**src/rtl/store_queue_unit.sv**
```systemverilog
// -----------------------------------------------------------------------------
// store_queue_unit
//
// Store unit: accepts stores from the LSU issue stage and requests address
// translation. Translated stores go into a DEPTH-entry circular queue that
// holds a speculative region (wr side) and a committed region (rd side).
// Committed stores drain to the D$ over a req/gnt port. The block also flags
// page-offset hazards against pending stores for loads.
//
// Queue layout (modulo DEPTH):
//   rd_ptr .. cm_ptr-1   committed entries (cm_cnt of them), oldest at rd_ptr
//   cm_ptr .. wr_ptr-1   speculative entries (sp_cnt of them)
//
// Optional feature macro: STQ_DRAIN_MERGE_EN
//   When defined, the two oldest committed entries are drained with a single
//   D$ request if they fall in the same 8-byte dword.
//
// Ports:
//   clk_i, rst_i             clock, asynchronous active-high reset
//   flush_i                  drop speculative state
//   valid_i / ready_o        store request / store popped this cycle
//   trans_id_i, vaddr_i,
//   data_i, be_i, size_i     store payload
//   translation_req_o,
//   vaddr_o                  MMU request
//   paddr_i, dtlb_hit_i,
//   ex_valid_i               MMU response
//   valid_o, trans_id_o,
//   ex_o                     writeback, one cycle after ready_o
//   commit_i, commit_ready_o commit oldest speculative store
//   dc_req_o, dc_addr_o,
//   dc_data_o, dc_be_o,
//   dc_size_o, dc_gnt_i      D$ write port
//   page_offset_i,
//   page_offset_matches_o    load hazard check
//   empty_o, no_st_pending_o queue status
// -----------------------------------------------------------------------------
module store_queue_unit #(
    parameter int DATA_W     = 64,
    parameter int PADDR_W    = 56,
    parameter int VADDR_W    = 39,
    parameter int DEPTH      = 8,
    parameter int TRANS_ID_W = 3
) (
    input  logic                  clk_i,
    input  logic                  rst_i,
    input  logic                  flush_i,
    input  logic                  valid_i,
    output logic                  ready_o,
    input  logic [TRANS_ID_W-1:0] trans_id_i,
    input  logic [VADDR_W-1:0]    vaddr_i,
    input  logic [DATA_W-1:0]     data_i,
    input  logic [DATA_W/8-1:0]   be_i,
    input  logic [1:0]            size_i,
    output logic                  translation_req_o,
    output logic [VADDR_W-1:0]    vaddr_o,
    input  logic [PADDR_W-1:0]    paddr_i,
    input  logic                  dtlb_hit_i,
    input  logic                  ex_valid_i,
    output logic                  valid_o,
    output logic [TRANS_ID_W-1:0] trans_id_o,
    output logic                  ex_o,
    input  logic                  commit_i,
    output logic                  commit_ready_o,
    output logic                  dc_req_o,
    output logic [PADDR_W-1:0]    dc_addr_o,
    output logic [DATA_W-1:0]     dc_data_o,
    output logic [DATA_W/8-1:0]   dc_be_o,
    output logic [1:0]            dc_size_o,
    input  logic                  dc_gnt_i,
    input  logic [11:0]           page_offset_i,
    output logic                  page_offset_matches_o,
    output logic                  empty_o,
    output logic                  no_st_pending_o
);

    localparam int BE_W  = DATA_W / 8;
    localparam int PTR_W = $clog2(DEPTH);
    localparam int CNT_W = PTR_W + 1;

    typedef enum logic {
        IDLE,
        WAIT_TRANSLATION
    } state_t;

    state_t state_q;

    logic [PTR_W-1:0] rd_ptr, cm_ptr, wr_ptr;
    logic [CNT_W-1:0] cm_cnt, sp_cnt, total;

    logic [PADDR_W-1:0] mem_paddr [DEPTH];
    logic [DATA_W-1:0]  mem_data  [DEPTH];
    logic [BE_W-1:0]    mem_be    [DEPTH];
    logic [1:0]         mem_size  [DEPTH];

    logic             accept_fire;
    logic             write_en;
    logic             commit_fire;
    logic             pop_fire;
    logic [CNT_W-1:0] drain_n;
    logic [CNT_W-1:0] pop_amt;
    logic [PTR_W-1:0] occ_off;
    logic             hazard;
    logic             unused_offset_bits;

    assign total = cm_cnt + sp_cnt;

    // A store is popped on a hit in IDLE; an exception pops it even when the
    // queue is full because nothing gets written.
    assign accept_fire = (state_q == IDLE) && valid_i && dtlb_hit_i &&
                         (ex_valid_i || (total != CNT_W'(DEPTH)));
    assign write_en    = accept_fire && !ex_valid_i && !flush_i;
    assign commit_fire = commit_i && (sp_cnt != '0);

    assign ready_o           = accept_fire;
    assign translation_req_o = (state_q == WAIT_TRANSLATION) || valid_i;
    assign vaddr_o           = vaddr_i;
    assign commit_ready_o    = (sp_cnt != '0);
    assign dc_req_o          = (cm_cnt != '0);
    assign pop_fire          = dc_req_o && dc_gnt_i;
    assign pop_amt           = pop_fire ? drain_n : '0;
    assign empty_o           = (total == '0);
    assign no_st_pending_o   = (cm_cnt == '0);

`ifdef STQ_DRAIN_MERGE_EN
    logic [PTR_W-1:0] rd_ptr_nxt;
    logic             merge;

    assign rd_ptr_nxt = rd_ptr + PTR_W'(1);
    assign merge      = (cm_cnt >= CNT_W'(2)) &&
                        (mem_paddr[rd_ptr][PADDR_W-1:3] == mem_paddr[rd_ptr_nxt][PADDR_W-1:3]);
`endif

    // D$ request payload; held at zero while nothing is committed.
    always_comb begin
        dc_addr_o = '0;
        dc_data_o = '0;
        dc_be_o   = '0;
        dc_size_o = '0;
        drain_n   = CNT_W'(1);
        if (dc_req_o) begin
            dc_addr_o = mem_paddr[rd_ptr];
            dc_data_o = mem_data[rd_ptr];
            dc_be_o   = mem_be[rd_ptr];
            dc_size_o = mem_size[rd_ptr];
`ifdef STQ_DRAIN_MERGE_EN
            if (merge) begin
                dc_addr_o = {mem_paddr[rd_ptr][PADDR_W-1:3], 3'b000};
                dc_be_o   = mem_be[rd_ptr] | mem_be[rd_ptr_nxt];
                dc_size_o = 2'd3;
                drain_n   = CNT_W'(2);
                // younger store wins on overlapping bytes
                for (int b = 0; b < BE_W; b++) begin
                    dc_data_o[b*8 +: 8] = mem_be[rd_ptr_nxt][b] ? mem_data[rd_ptr_nxt][b*8 +: 8]
                                                                : mem_data[rd_ptr][b*8 +: 8];
                end
            end
`endif
        end
    end

    // Occupied slots are the 'total' slots starting at rd_ptr.
    always_comb begin
        hazard  = valid_i && (vaddr_i[11:3] == page_offset_i[11:3]);
        occ_off = '0;
        for (int i = 0; i < DEPTH; i++) begin
            occ_off = PTR_W'(i) - rd_ptr;
            if (({1'b0, occ_off} < total) && (mem_paddr[i][11:3] == page_offset_i[11:3]))
                hazard = 1'b1;
        end
    end

    assign page_offset_matches_o = hazard;
    assign unused_offset_bits    = ^page_offset_i[2:0];

    always_ff @(posedge clk_i or posedge rst_i) begin
        if (rst_i) begin
            state_q    <= IDLE;
            rd_ptr     <= '0;
            cm_ptr     <= '0;
            wr_ptr     <= '0;
            cm_cnt     <= '0;
            sp_cnt     <= '0;
            valid_o    <= 1'b0;
            ex_o       <= 1'b0;
            trans_id_o <= '0;
        end else begin
            if (flush_i) begin
                state_q <= IDLE;
            end else begin
                unique case (state_q)
                    IDLE:             if (valid_i && !dtlb_hit_i) state_q <= WAIT_TRANSLATION;
                    WAIT_TRANSLATION: if (dtlb_hit_i) state_q <= IDLE;
                    default:          state_q <= IDLE;
                endcase
            end

            valid_o <= accept_fire && !flush_i;
            ex_o    <= accept_fire && ex_valid_i && !flush_i;
            if (accept_fire)
                trans_id_o <= trans_id_i;

            if (pop_fire)
                rd_ptr <= rd_ptr + PTR_W'(drain_n);
            cm_ptr <= cm_ptr + PTR_W'(commit_fire);
            cm_cnt <= cm_cnt + CNT_W'(commit_fire) - pop_amt;

            // Flush rewinds the write side onto the committed boundary,
            // including a commit taken in the same cycle.
            if (flush_i) begin
                wr_ptr <= cm_ptr + PTR_W'(commit_fire);
                sp_cnt <= '0;
            end else begin
                wr_ptr <= wr_ptr + PTR_W'(write_en);
                sp_cnt <= sp_cnt + CNT_W'(write_en) - CNT_W'(commit_fire);
            end
        end
    end

    always_ff @(posedge clk_i) begin
        if (write_en) begin
            mem_paddr[wr_ptr] <= paddr_i;
            mem_data[wr_ptr]  <= data_i;
            mem_be[wr_ptr]    <= be_i;
            mem_size[wr_ptr]  <= size_i;
        end
    end

endmodule
```
**config.mk**
```make
export PLATFORM = sky130hd
export DESIGN_NAME = store_queue_unit
export DESIGN_NICKNAME = d
export VERILOG_FILES = /design/src/rtl/store_queue_unit.sv
export SDC_FILE = /design/constraint.sdc
export NUM_CORES = 1
export LEC_CHECK = 0
export BUFFER_PORTS_ARGS = -buffer_cell sky130_fd_sc_hd__buf_2
export CAP_MARGIN = 20
export CORE_ASPECT_RATIO = 0.75
export CORE_MARGIN = 1.5
export CORE_UTILIZATION = 48
export CTS_CLUSTER_DIAMETER = 120
export DETAILED_ROUTE_END_ITERATION = 7
export GPL_ROUTABILITY_DRIVEN = 0
export PLACE_DENSITY = 0.67
export REMOVE_ABC_BUFFERS = 1
export SETUP_SLACK_MARGIN = 0.1
export SLEW_MARGIN = 40
export SYNTH_ARGS = -nofsm -noshare
export SYNTH_HDL_FRONTEND = slang
export SYNTH_SLANG_ARGS = --single-unit
```
**constraint.sdc**
```tcl
create_clock -name clk_i -period 23.1 [get_ports clk_i]
set_input_delay 1.155 -clock clk_i [delete_from_list [all_inputs] [get_ports clk_i]]
set_output_delay 1.155 -clock clk_i [all_outputs]
set_load 0.01 [all_outputs]
```
* Yosys cells after proc, flatten, opt, wreduce, memory -nomap -nowiden
Memories as Yosys holds them, arrays and structs flattened.
Index checks and enable logic that the tools add are counted.
** Operators by class
- Add/sub/neg operators :: 16
- $lt $le $gt $ge :: 8
- Equal/unequal tests :: 10
- Multiplexer cells :: 21
- Bitwise logic cells :: 1
- Reduce and logical (&&, ||, !) cells :: 29
** Operators by type and width (number)
- 9-bit equality test :: 9
- 64-bit two-way mux :: 1
- 56-bit two-way mux :: 1
- 3-bit by 4-bit less-than comparator with 1-bit output :: 8
- 1-bit logical AND :: 20
- 1-bit two-way mux :: 14
- 3-bit subtractor, first input constant :: 4
- 4-bit by 1-bit adder with 4-bit output :: 2
- 4-bit zero test :: 2
- 8-bit two-way mux :: 1
- 4-bit nonzero test :: 2
- 4-bit by 1-bit subtractor with 4-bit output :: 2
- 3-bit by 1-bit adder with 3-bit output :: 2
- 1-bit by 3-bit subtractor with 3-bit output, first input constant :: 2
- 2-bit by 3-bit subtractor with 3-bit output, first input constant :: 2
- 4-bit adder :: 1
- 4-bit two-way mux :: 1
- 4-bit != test, second input constant :: 1
- 3-bit by 1-bit adder with 3-bit output, second input constant :: 1
- 1-bit zero test :: 3
- 3-bit two-way mux :: 1
- 1-bit logical OR :: 2
- 2-bit two-way mux :: 1
- 1-bit one-hot mux with 2 select lines :: 1
- 1-bit inverter :: 1
** Word-level totals
- Flip-flop bits (word level) :: 23
- Memory bits (writable) :: 1040
- Logic and storage cells :: 98
- Memories kept :: 4
** Memories
- mem_data :: words 8, bits a word 64, rd ports 1, clocked after memory_dff 0, write ports 1, line 92 : logic [DATA_W-1:0] mem_data [DEPTH];
- mem_paddr :: words 8, bits a word 56, rd ports 9, clocked after memory_dff 0, write ports 1, line 91 : logic [PADDR_W-1:0] mem_paddr [DEPTH];
- mem_be :: words 8, bits a word 8, rd ports 1, clocked after memory_dff 0, write ports 1, line 93 : logic [BE_W-1:0] mem_be [DEPTH];
- mem_size :: words 8, bits a word 2, rd ports 1, clocked after memory_dff 0, write ports 1, line 94 : logic [1:0] mem_size [DEPTH];

* Depth between registers and ports, before layout
Gate-level depths: netlist (run 1).
- Word-level depth :: 11
- Gate-level depth with buffers :: 12
- Mapped depth without buffers :: 12

* Worst setup path before layout (run 1)
Ideal clock, no wire load.
- Path type :: input to register
- Start point :: input port valid_i
- End point :: memory mem_be[0][0] (netlist bit) (enable)
- Setup time :: 778 ps
- Arrival time :: 10487 ps
- Path slack :: 11835 ps
- Stages :: 6
- Path through :: nand3b_1 nor3_1 o21ai_0 inv_1 nand2b_1 nor3_1
** Between the ends
- Cells in the longest elaborated chain, start to end :: 7
** Ends and longest elaborated chain
- start: declaration :: line 48 : input logic valid_i,
- 1-bit logical AND (3 in a row) :: line 110 : assign accept_fire = (state_q == IDLE) && valid_i && dtlb_hit_i &&
- 1-bit logical AND (2 in a row) :: line 112 : assign write_en = accept_fire && !ex_valid_i && !flush_i;
- 1-bit two-way mux :: line 221 : if (write_en) begin
- 1-bit two-way mux (implied by the code) :: line 224 : mem_be[wr_ptr] <= be_i;
- end: declaration :: line 93
Every way passes these cells.

* Final worst setup path (run 1)
- Start point :: register rd_ptr[0]
- End point :: output port dc_data_o[18]
** Between the ends
- Cells in the longest elaborated chain, start to end :: 2
** Ends and longest elaborated chain
- start: declaration :: line 88 : logic [PTR_W-1:0] rd_ptr, cm_ptr, wr_ptr;
- start signal: assignment :: line 204 : rd_ptr <= rd_ptr + PTR_W'(drain_n);
- memory read 8 x 64 bit
- 64-bit two-way mux :: line 141 : if (dc_req_o) begin
- end: declaration :: line 67 : output logic [DATA_W-1:0] dc_data_o,
Every way passes these cells.

==> results.ini, run 1 <==
[clocking]
clkSinkCount = 1063
cts.path.max_buffers = 3
ctsRootBufferMaster = clkbuf_16
hold_buffers = 0
cts_tree = yes
clkTransAtPathRegs_ps = 60
clk_latency_ps = 660
cts_resized = 0
cts_buffers = 99
postCtsSetupRepairBufs = 0
ctsHtreeMaxLevel = 3

[power_and_ir_drop]
clock_power_share_pct = 28.3
combPwrFrac_pct = 31.1
p_seq_share_pct = 40.6
max-vdd-ir-drop_v = 0.0000947
internal-power_uw = 3800
power.share.switching_pct = 30.7
p_sw_uw = 1690
p_leak_uw = 0.0161
p_per_area_nw_per_um2 = 114
power_uw = 5490

[synth]
syn_avg_cell_area_sq_um = 19.9
yosys.cell_types.count = 39
yosys_most_used_dff = edfxtp_1
ys_ff_latch = 1063
syn_area_sq_um = 42100
synth-edff-count = 1040
synthArstFlopShare_pct = 2.16
synthCells = 2119
seq_area_frac_synth_pct = 75.6
yosysWarnings = 0

[die]
dieArea_sq_um = 89500
start_util_pct = 48.7
ios = 373
dieWidth_um = 345
num_rows = 93
fp.dieH_um = 259
fp.coreArea_sq_um = 86300

[cells_and_area]
syn2layout_area_growth_pct = 14.2
post-route-util_pct = 55.7
drive_gt1_share_pct = 31.0
finalNetCount = 2649

[global_routing]
grt_pass1_wl_um = 138000
grt_pass1_vias = 21579
overflow = 0
grt_max_degree = 109
antenna_found_initial = 17
track_usage_pct = 20.8

[route]
drt-initial-drc-count = 1722
vias_per_cell = 5.69
route.detailed.drc = 0
num_vias = 20785
drt_pre_antenna_iters = 7
wl_met2_um = 43800
routed_wl_um = 92100
ant_nets = 0
dr.max_layer_used = met5
wl_met3_um = 6640
drt-met1-wl_um = 39700
wl_per_cell_um = 25.2

[timing]
rsz0062_at_grt = no
period_minus_slack_ps = 5830
period_share_pct = 25.2
fmax_mhz = 171
final_max_slew_viol_count = 0
setup-tns-final_ps = 0
setup_viol = 0
tightest_slew_ps = 813
fin_skew_ps = 17.0
slew_headroom_pct = 45.8
finalHoldViolCount = 0

[min_path]
hold_path.class = flip-flop to flip-flop
min-delay-start = cm_ptr[2]

[critical_path]
regToRegSetupSlack_ps = 18500
critical_path_class = flip-flop to output port
critPathCapture = dc_data_o[18]
crit_path_start_kind = flip-flop
critPathLaunch = rd_ptr[0]
r2r_end = mem_data[0][43]
crit_required_ps = 21950
reg2reg_depth = 10
end_kind = output port
r2r_start = sp_cnt[0]
cp.arrival_ps = 4680
crit_fanout = 54

[outcome]
status = finished clean

[placed_design]
port_buffers = 309
dp_hpwl_um = 51300

[flow_run]
max_cap_viol_count = 0

==> registers in the layout, indices dropped and copies added (netlist names) <==
| name | cells |
|---|---|
| cm_cnt | 4 |
| cm_ptr | 3 |
| ex_o | 1 |
| mem_be | 64 |
| mem_data | 512 |
| mem_paddr | 448 |
| mem_size | 16 |
| rd_ptr | 3 |
| sp_cnt | 4 |
| state_q | 1 |
| trans_id_o | 3 |
| valid_o | 1 |
| wr_ptr | 3 |
==> cell type report <==
cell class | instances | area, sq um
inverter | 26 | 103
timing repair buffer | 356 | 2170
fill | 6482 | 38300
multi-input combinational | 879 | 9430
clock inverter | 67 | 504
tap | 1140 | 1430
sequential | 1063 | 31800
antenna | 7 | 17.5
clock buffer | 117 | 2590
==> synthesized netlist by cell type, types with 3 or more instances <==
library cell  instances  area share, %
nor3b_1               3          0.054
buf_4                49           0.87
a21o_1                7           0.12
nor2_1                9          0.080
nor3_1               11           0.13
fa_1                  3           0.14
buf_1                11          0.098
o21ai_0               7          0.083
a21oi_1             135            1.6
buf_2                36           0.43
clkbuf_1             55           0.49
nor4_1               10           0.15
nand4_1              10           0.15
inv_1                24           0.21
nor2b_1               4          0.059
ha_1                 29           0.86
xor2_1               63            1.3
mux4_2              260             14
xnor2_1              31           0.65
dfrtp_1              23            1.4
edfxtp_1           1040             74
mux2_2                5           0.13
nand2b_1              6          0.089
nand2_1             270            2.4
==> cell families (layout without fill, tap and decap cells) <==
group                    Yosys count  after routing  share of synthesized area (%)
adder cells (fa/ha/maj)           32             32                           1.01
buffers and inverters            177            566                           2.12
other                              0              7                              0
AND/OR/NAND/NOR                  331            331                           3.24
multiplexers                     265            265                           14.1
flip-flops                      1063           1063                           75.6
AO/OA/AOI/OAI                    156            156                           1.95
XOR/XNOR                          95             95                           2.02
==> stage by stage <==
step | setup slack, ps | cell area [sq um] | instances | hold WS, ps
CTS | 16830 | 47900 | 3644 | 486
floorplan | 9420 | 41300 | 1968 | 432
detailed placement | 17560 | 44900 | 3460 | 474
finish | 17270 | 48000 | 3655 | 486
global route | 16830 | 48000 | 3649 | 501
global placement | 16940 | 44600 | 3450 | 446
==> placed cells by master, fill, tap and decap left out, types with 9 or more instances in the layout <==
cell / count
mux4_2: 260
nor3_1: 9
buf_2: 309
nor4_1: 10
clkinv_2: 19
buf_6: 18
nand4_1: 10
xnor2_1: 31
ha_1: 29
inv_1: 23
buf_4: 12
dfrtp_1: 20
edfxtp_1: 1040
a21oi_1: 135
xor2_1: 63
clkbuf_16: 101
nand2_1: 270
clkinv_1: 30
clkbuf_1: 16
==> power by group through the flow <==
stage,clock (uW),sequential (uW),combinational (uW)
3_5_place_dp,0,2280,1710
6_report,1550,2230,1710
4_1_cts,1580,2240,1720
3_3_place_gp,0,2290,1670
5_1_grt,1660,2230,1870
2_1_floorplan,0,2420,1340
==> routing by layer <==
metal	vias up	track usage [%]
li1	9036	-
met1	10944	29.6
met2	635	32.4
met3	146	5.24
met4	24	4.79
met5	-	0.481
==> worst min path at each step <==
stage	to	slack [ps]	cells past startpoint
6_report	cm_ptr[2]	490	1
5_1_grt	cm_ptr[2]	500	1
4_1_cts	cm_ptr[2]	490	1
3_5_place_dp	cm_ptr[2]	470	1
3_3_place_gp	cm_ptr[2]	450	1
2_1_floorplan	cm_ptr[2]	430	1
==> critical path, cell delays in order (launching register included) <==
cell and delay (ps):
dfrtp_4 690, buf_12 260, buf_4 310, buf_12 280
buf_6 610, clkbuf_8 670, mux4_2 590, nand2_1 90
a21oi_1 160, buf_2 210
Power figures use the tool's default switching activity.
==> run 2, diff against run 1 <==
--- a/config.mk
+++ b/config.mk
@@ -13,7 +13,7 @@
 export CTS_CLUSTER_DIAMETER = 120
 export DETAILED_ROUTE_END_ITERATION = 7
 export GPL_ROUTABILITY_DRIVEN = 0
-export PLACE_DENSITY = 0.67
+export PLACE_DENSITY = 0.69
 export REMOVE_ABC_BUFFERS = 1
 export SETUP_SLACK_MARGIN = 0.1
 export SLEW_MARGIN = 40
==> constraint.sdc (replaced) <==
create_clock -name clk_i -period 4.8 [get_ports clk_i]
set_input_delay 0.24 -clock clk_i [delete_from_list [all_inputs] [get_ports clk_i]]
set_output_delay 0.24 -clock clk_i [all_outputs]
set_load 0.01 [all_outputs]
==> run 2 against run 1 <==
Effect of this change:
- clock skew is 7.4 ps higher
- non-clock buffer count is 152 higher
- setup slack worse by 16000 ps
- critical path type unchanged
==> results.ini, run 2 (synthesis results as in run 1) <==
[clocking]
cts.path.max_buffers = 3  ; unchanged
ctsHtreeMaxLevel = 3  ; unchanged
cts_buffers = 100  ; was 99
cts_tree = yes  ; unchanged
clk_latency_ps = 670  ; was 660 ps
cts_resized = 0  ; unchanged
postCtsSetupRepairBufs = 0  ; unchanged
hold_buffers = 141  ; was 0
clkTransAtPathRegs_ps = 70  ; was 60 ps
clkSinkCount = 1063  ; unchanged
ctsRootBufferMaster = clkbuf_16  ; unchanged

[timing]
slew_headroom_pct = 45.8  ; about the same
period_share_pct = 82.2
fin_skew_ps = 24.4  ; was 17.0 ps
rsz0062_at_grt = no  ; unchanged
fmax_mhz = 254
tightest_slew_ps = 813  ; about the same
hold_ws_ps = 64.2  ; was 486 ps
setup-tns-final_ps = 0  ; unchanged
setup_viol = 0  ; unchanged
period_minus_slack_ps = 3940
finalHoldViolCount = 0  ; unchanged
final_max_slew_viol_count = 0  ; unchanged

[route]
wl_met3_um = 6270  ; was 6640 um
num_vias = 21432  ; was 20,785
dr.max_layer_used = met5  ; unchanged
ant_nets = 0  ; unchanged
route.detailed.drc = 0  ; unchanged
wl_met2_um = 45000  ; was 43,800 um
vias_per_cell = 5.63  ; was 5.69
drt_pre_antenna_iters = 7  ; unchanged
wl_per_cell_um = 24.4  ; was 25.2 um
drt-initial-drc-count = 1806  ; was 1,722
drt-met1-wl_um = 40000  ; was 39,700 um
routed_wl_um = 92900  ; was 92,100 um

[global_routing]
overflow = 0  ; unchanged
track_usage_pct = 21.0  ; was 20.8%
grt_pass1_vias = 22551  ; was 21,579
grt_max_degree = 97  ; was 109
antenna_found_initial = 8  ; was 17
grt_pass1_wl_um = 140000  ; was 138,000 um

[cells_and_area]
mostFrequentLayoutCells = edfxtp_1, buf_2, nand2_1, mux4_2, dlygate4sd3_1  ; was edfxtp_1, buf_2, nand2_1, mux4_2, a21oi_1
reg_top3 = mem_data x512, mem_paddr x448, mem_be x64  ; unchanged
finalNetCount = 2802  ; was 2,649
fillers = 6370  ; was 6,482
largest_reg_flops = 512  ; unchanged
final_cells = 3809  ; was 3,655
syn2layout_area_growth_pct = 18.8  ; was 14.2%
layout_commonest_cell = edfxtp_1  ; unchanged
largest_register = mem_data  ; unchanged
drive_gt1_share_pct = 29.7  ; was 31.0%
design_area_sq_um = 50000  ; was 48,000 sq um
post-route-util_pct = 57.9  ; was 55.7%

[critical_path]
r2r_start = cm_cnt[0]  ; was sp_cnt[0]
reg2reg_depth = 9  ; was 10
critical_path_class = flip-flop to output port  ; unchanged
cp.arrival_ps = 3700  ; was 4680 ps
crit_fanout = 6  ; was 54
crit_path_start_kind = flip-flop  ; unchanged
cp_common_cell = ha_1  ; was buf_12
crit_buf_inv = 2  ; was 6
cp_top_family = adder cells  ; was buffers and inverters
max_stage_delay_ps = 530  ; was 690 ps
slowest_stage = or4_1  ; was dfrtp_4
crit_required_ps = 4560  ; was 21,950 ps
worstPathCellList = ha_1 -> fa_1 -> xor2_1 -> inv_1 -> ha_1 -> a21o_1 -> a2111oi_1 -> or4_1 -> a211o_1 -> buf_2  ; was buf_12 -> buf_4 -> buf_12 -> buf_6 -> clkbuf_8 -> mux4_2 -> nand2_1 -> a21oi_1 -> buf_2
regToRegSetupSlack_ps = 1210  ; was 18,500 ps
r2r_end = mem_data[2][25]  ; was mem_data[0][43]
end_kind = output port  ; unchanged

[min_path]
min-delay-start = commit_i  ; was cm_ptr[2]
hold_path.class = input port to flip-flop  ; was flip-flop to flip-flop
min_delay_worst_endpoint = cm_ptr[0]  ; was cm_ptr[2]
min_path_cells = 4  ; was 1

[flow_run]
max_cap_viol_count = 0  ; unchanged

[die]
dieWidth_um = 345  ; unchanged
dieArea_sq_um = 89500  ; unchanged
fp.coreArea_sq_um = 86300  ; unchanged
ios = 373  ; unchanged
fp.dieH_um = 259  ; unchanged
num_rows = 93  ; unchanged
start_util_pct = 48.7  ; unchanged

[placed_design]
placed_cell_area_sq_um = 45200  ; was 44,900 sq um
port_buffers = 309  ; unchanged
dp_hpwl_um = 51400  ; was 51,300 um
placedCellCount = 3473  ; was 3,460

[power_and_ir_drop]
p_leak_uw = 0.0169  ; was 0.0161 uW
p_per_area_nw_per_um2 = 541  ; was 114 nW/um^2
max-vdd-ir-drop_v = 0.000459  ; was 0.0000947 V

[outcome]
status = finished clean  ; unchanged

==> run 2: power breakdown <==
part           leakage (uW)  switching [uW]  internal (uW)
Sequential          0.00963             211          10400
Combinational       0.00568            4640           3840
Clock               0.00160            3390           4520
Total                0.0169            8240          18800
==> run 2: worst reg2reg max path: cells and delay by family, from the launching register on <==
family / cells / cell delay, ps
adder cells (fa/ha/maj): 2 / 630
buffers and inverters: 2 / 560
XOR/XNOR: 1 / 270
AO/OA/AOI/OAI: 1 / 160
AND/OR/NAND/NOR: 3 / 1110
flip-flops: 1 / 410
==> run 2: how the worst max path moves through the flow <==
stage	startpoint	to	slack, ps	depth (start not counted)
3_3_place_gp	cm_cnt[0]	mem_paddr[3][23]	1160	9
2_1_floorplan	rd_ptr[0]	page_offset_matches_o	-7960	8
6_report	cm_cnt[0]	page_offset_matches_o	860	10
4_1_cts	rd_ptr[0]	page_offset_matches_o	540	10
5_1_grt	cm_cnt[0]	page_offset_matches_o	680	10
3_5_place_dp	cm_cnt[0]	mem_data[2][22]	1210	9
==> run 2: metal layers <==
| metal | track usage (%) | vias to the layer above |
|---|---|---|
| li1 | - | 9349 |
| met1 | 29.7 | 11254 |
| met2 | 34.1 | 693 |
| met3 | 4.35 | 126 |
| met4 | 4.35 | 10 |
| met5 | 0.321 | - |
==> run 2: layout make-up <==
class	count	area (sq um)	area share [%]
antenna	6	15.0	0.0300
clock buffer	115	2580	5.16
clock inverter	72	714	1.43
inverter	26	103	0.205
multi-input combinational	879	9430	18.9
sequential	1063	31800	63.6
tap	1140	1430	2.85
timing repair buffer	508	3910	7.82
==> run 2: through the flow <==
step / worst slack, ps / power [uW]
4_1_cts: 544 / 27300
5_1_grt: 681 / 28300
6_report: 856 / 27000
2_1_floorplan: -7960 / 16300
3_3_place_gp: 1160 / 19000
3_5_place_dp: 1210 / 19300
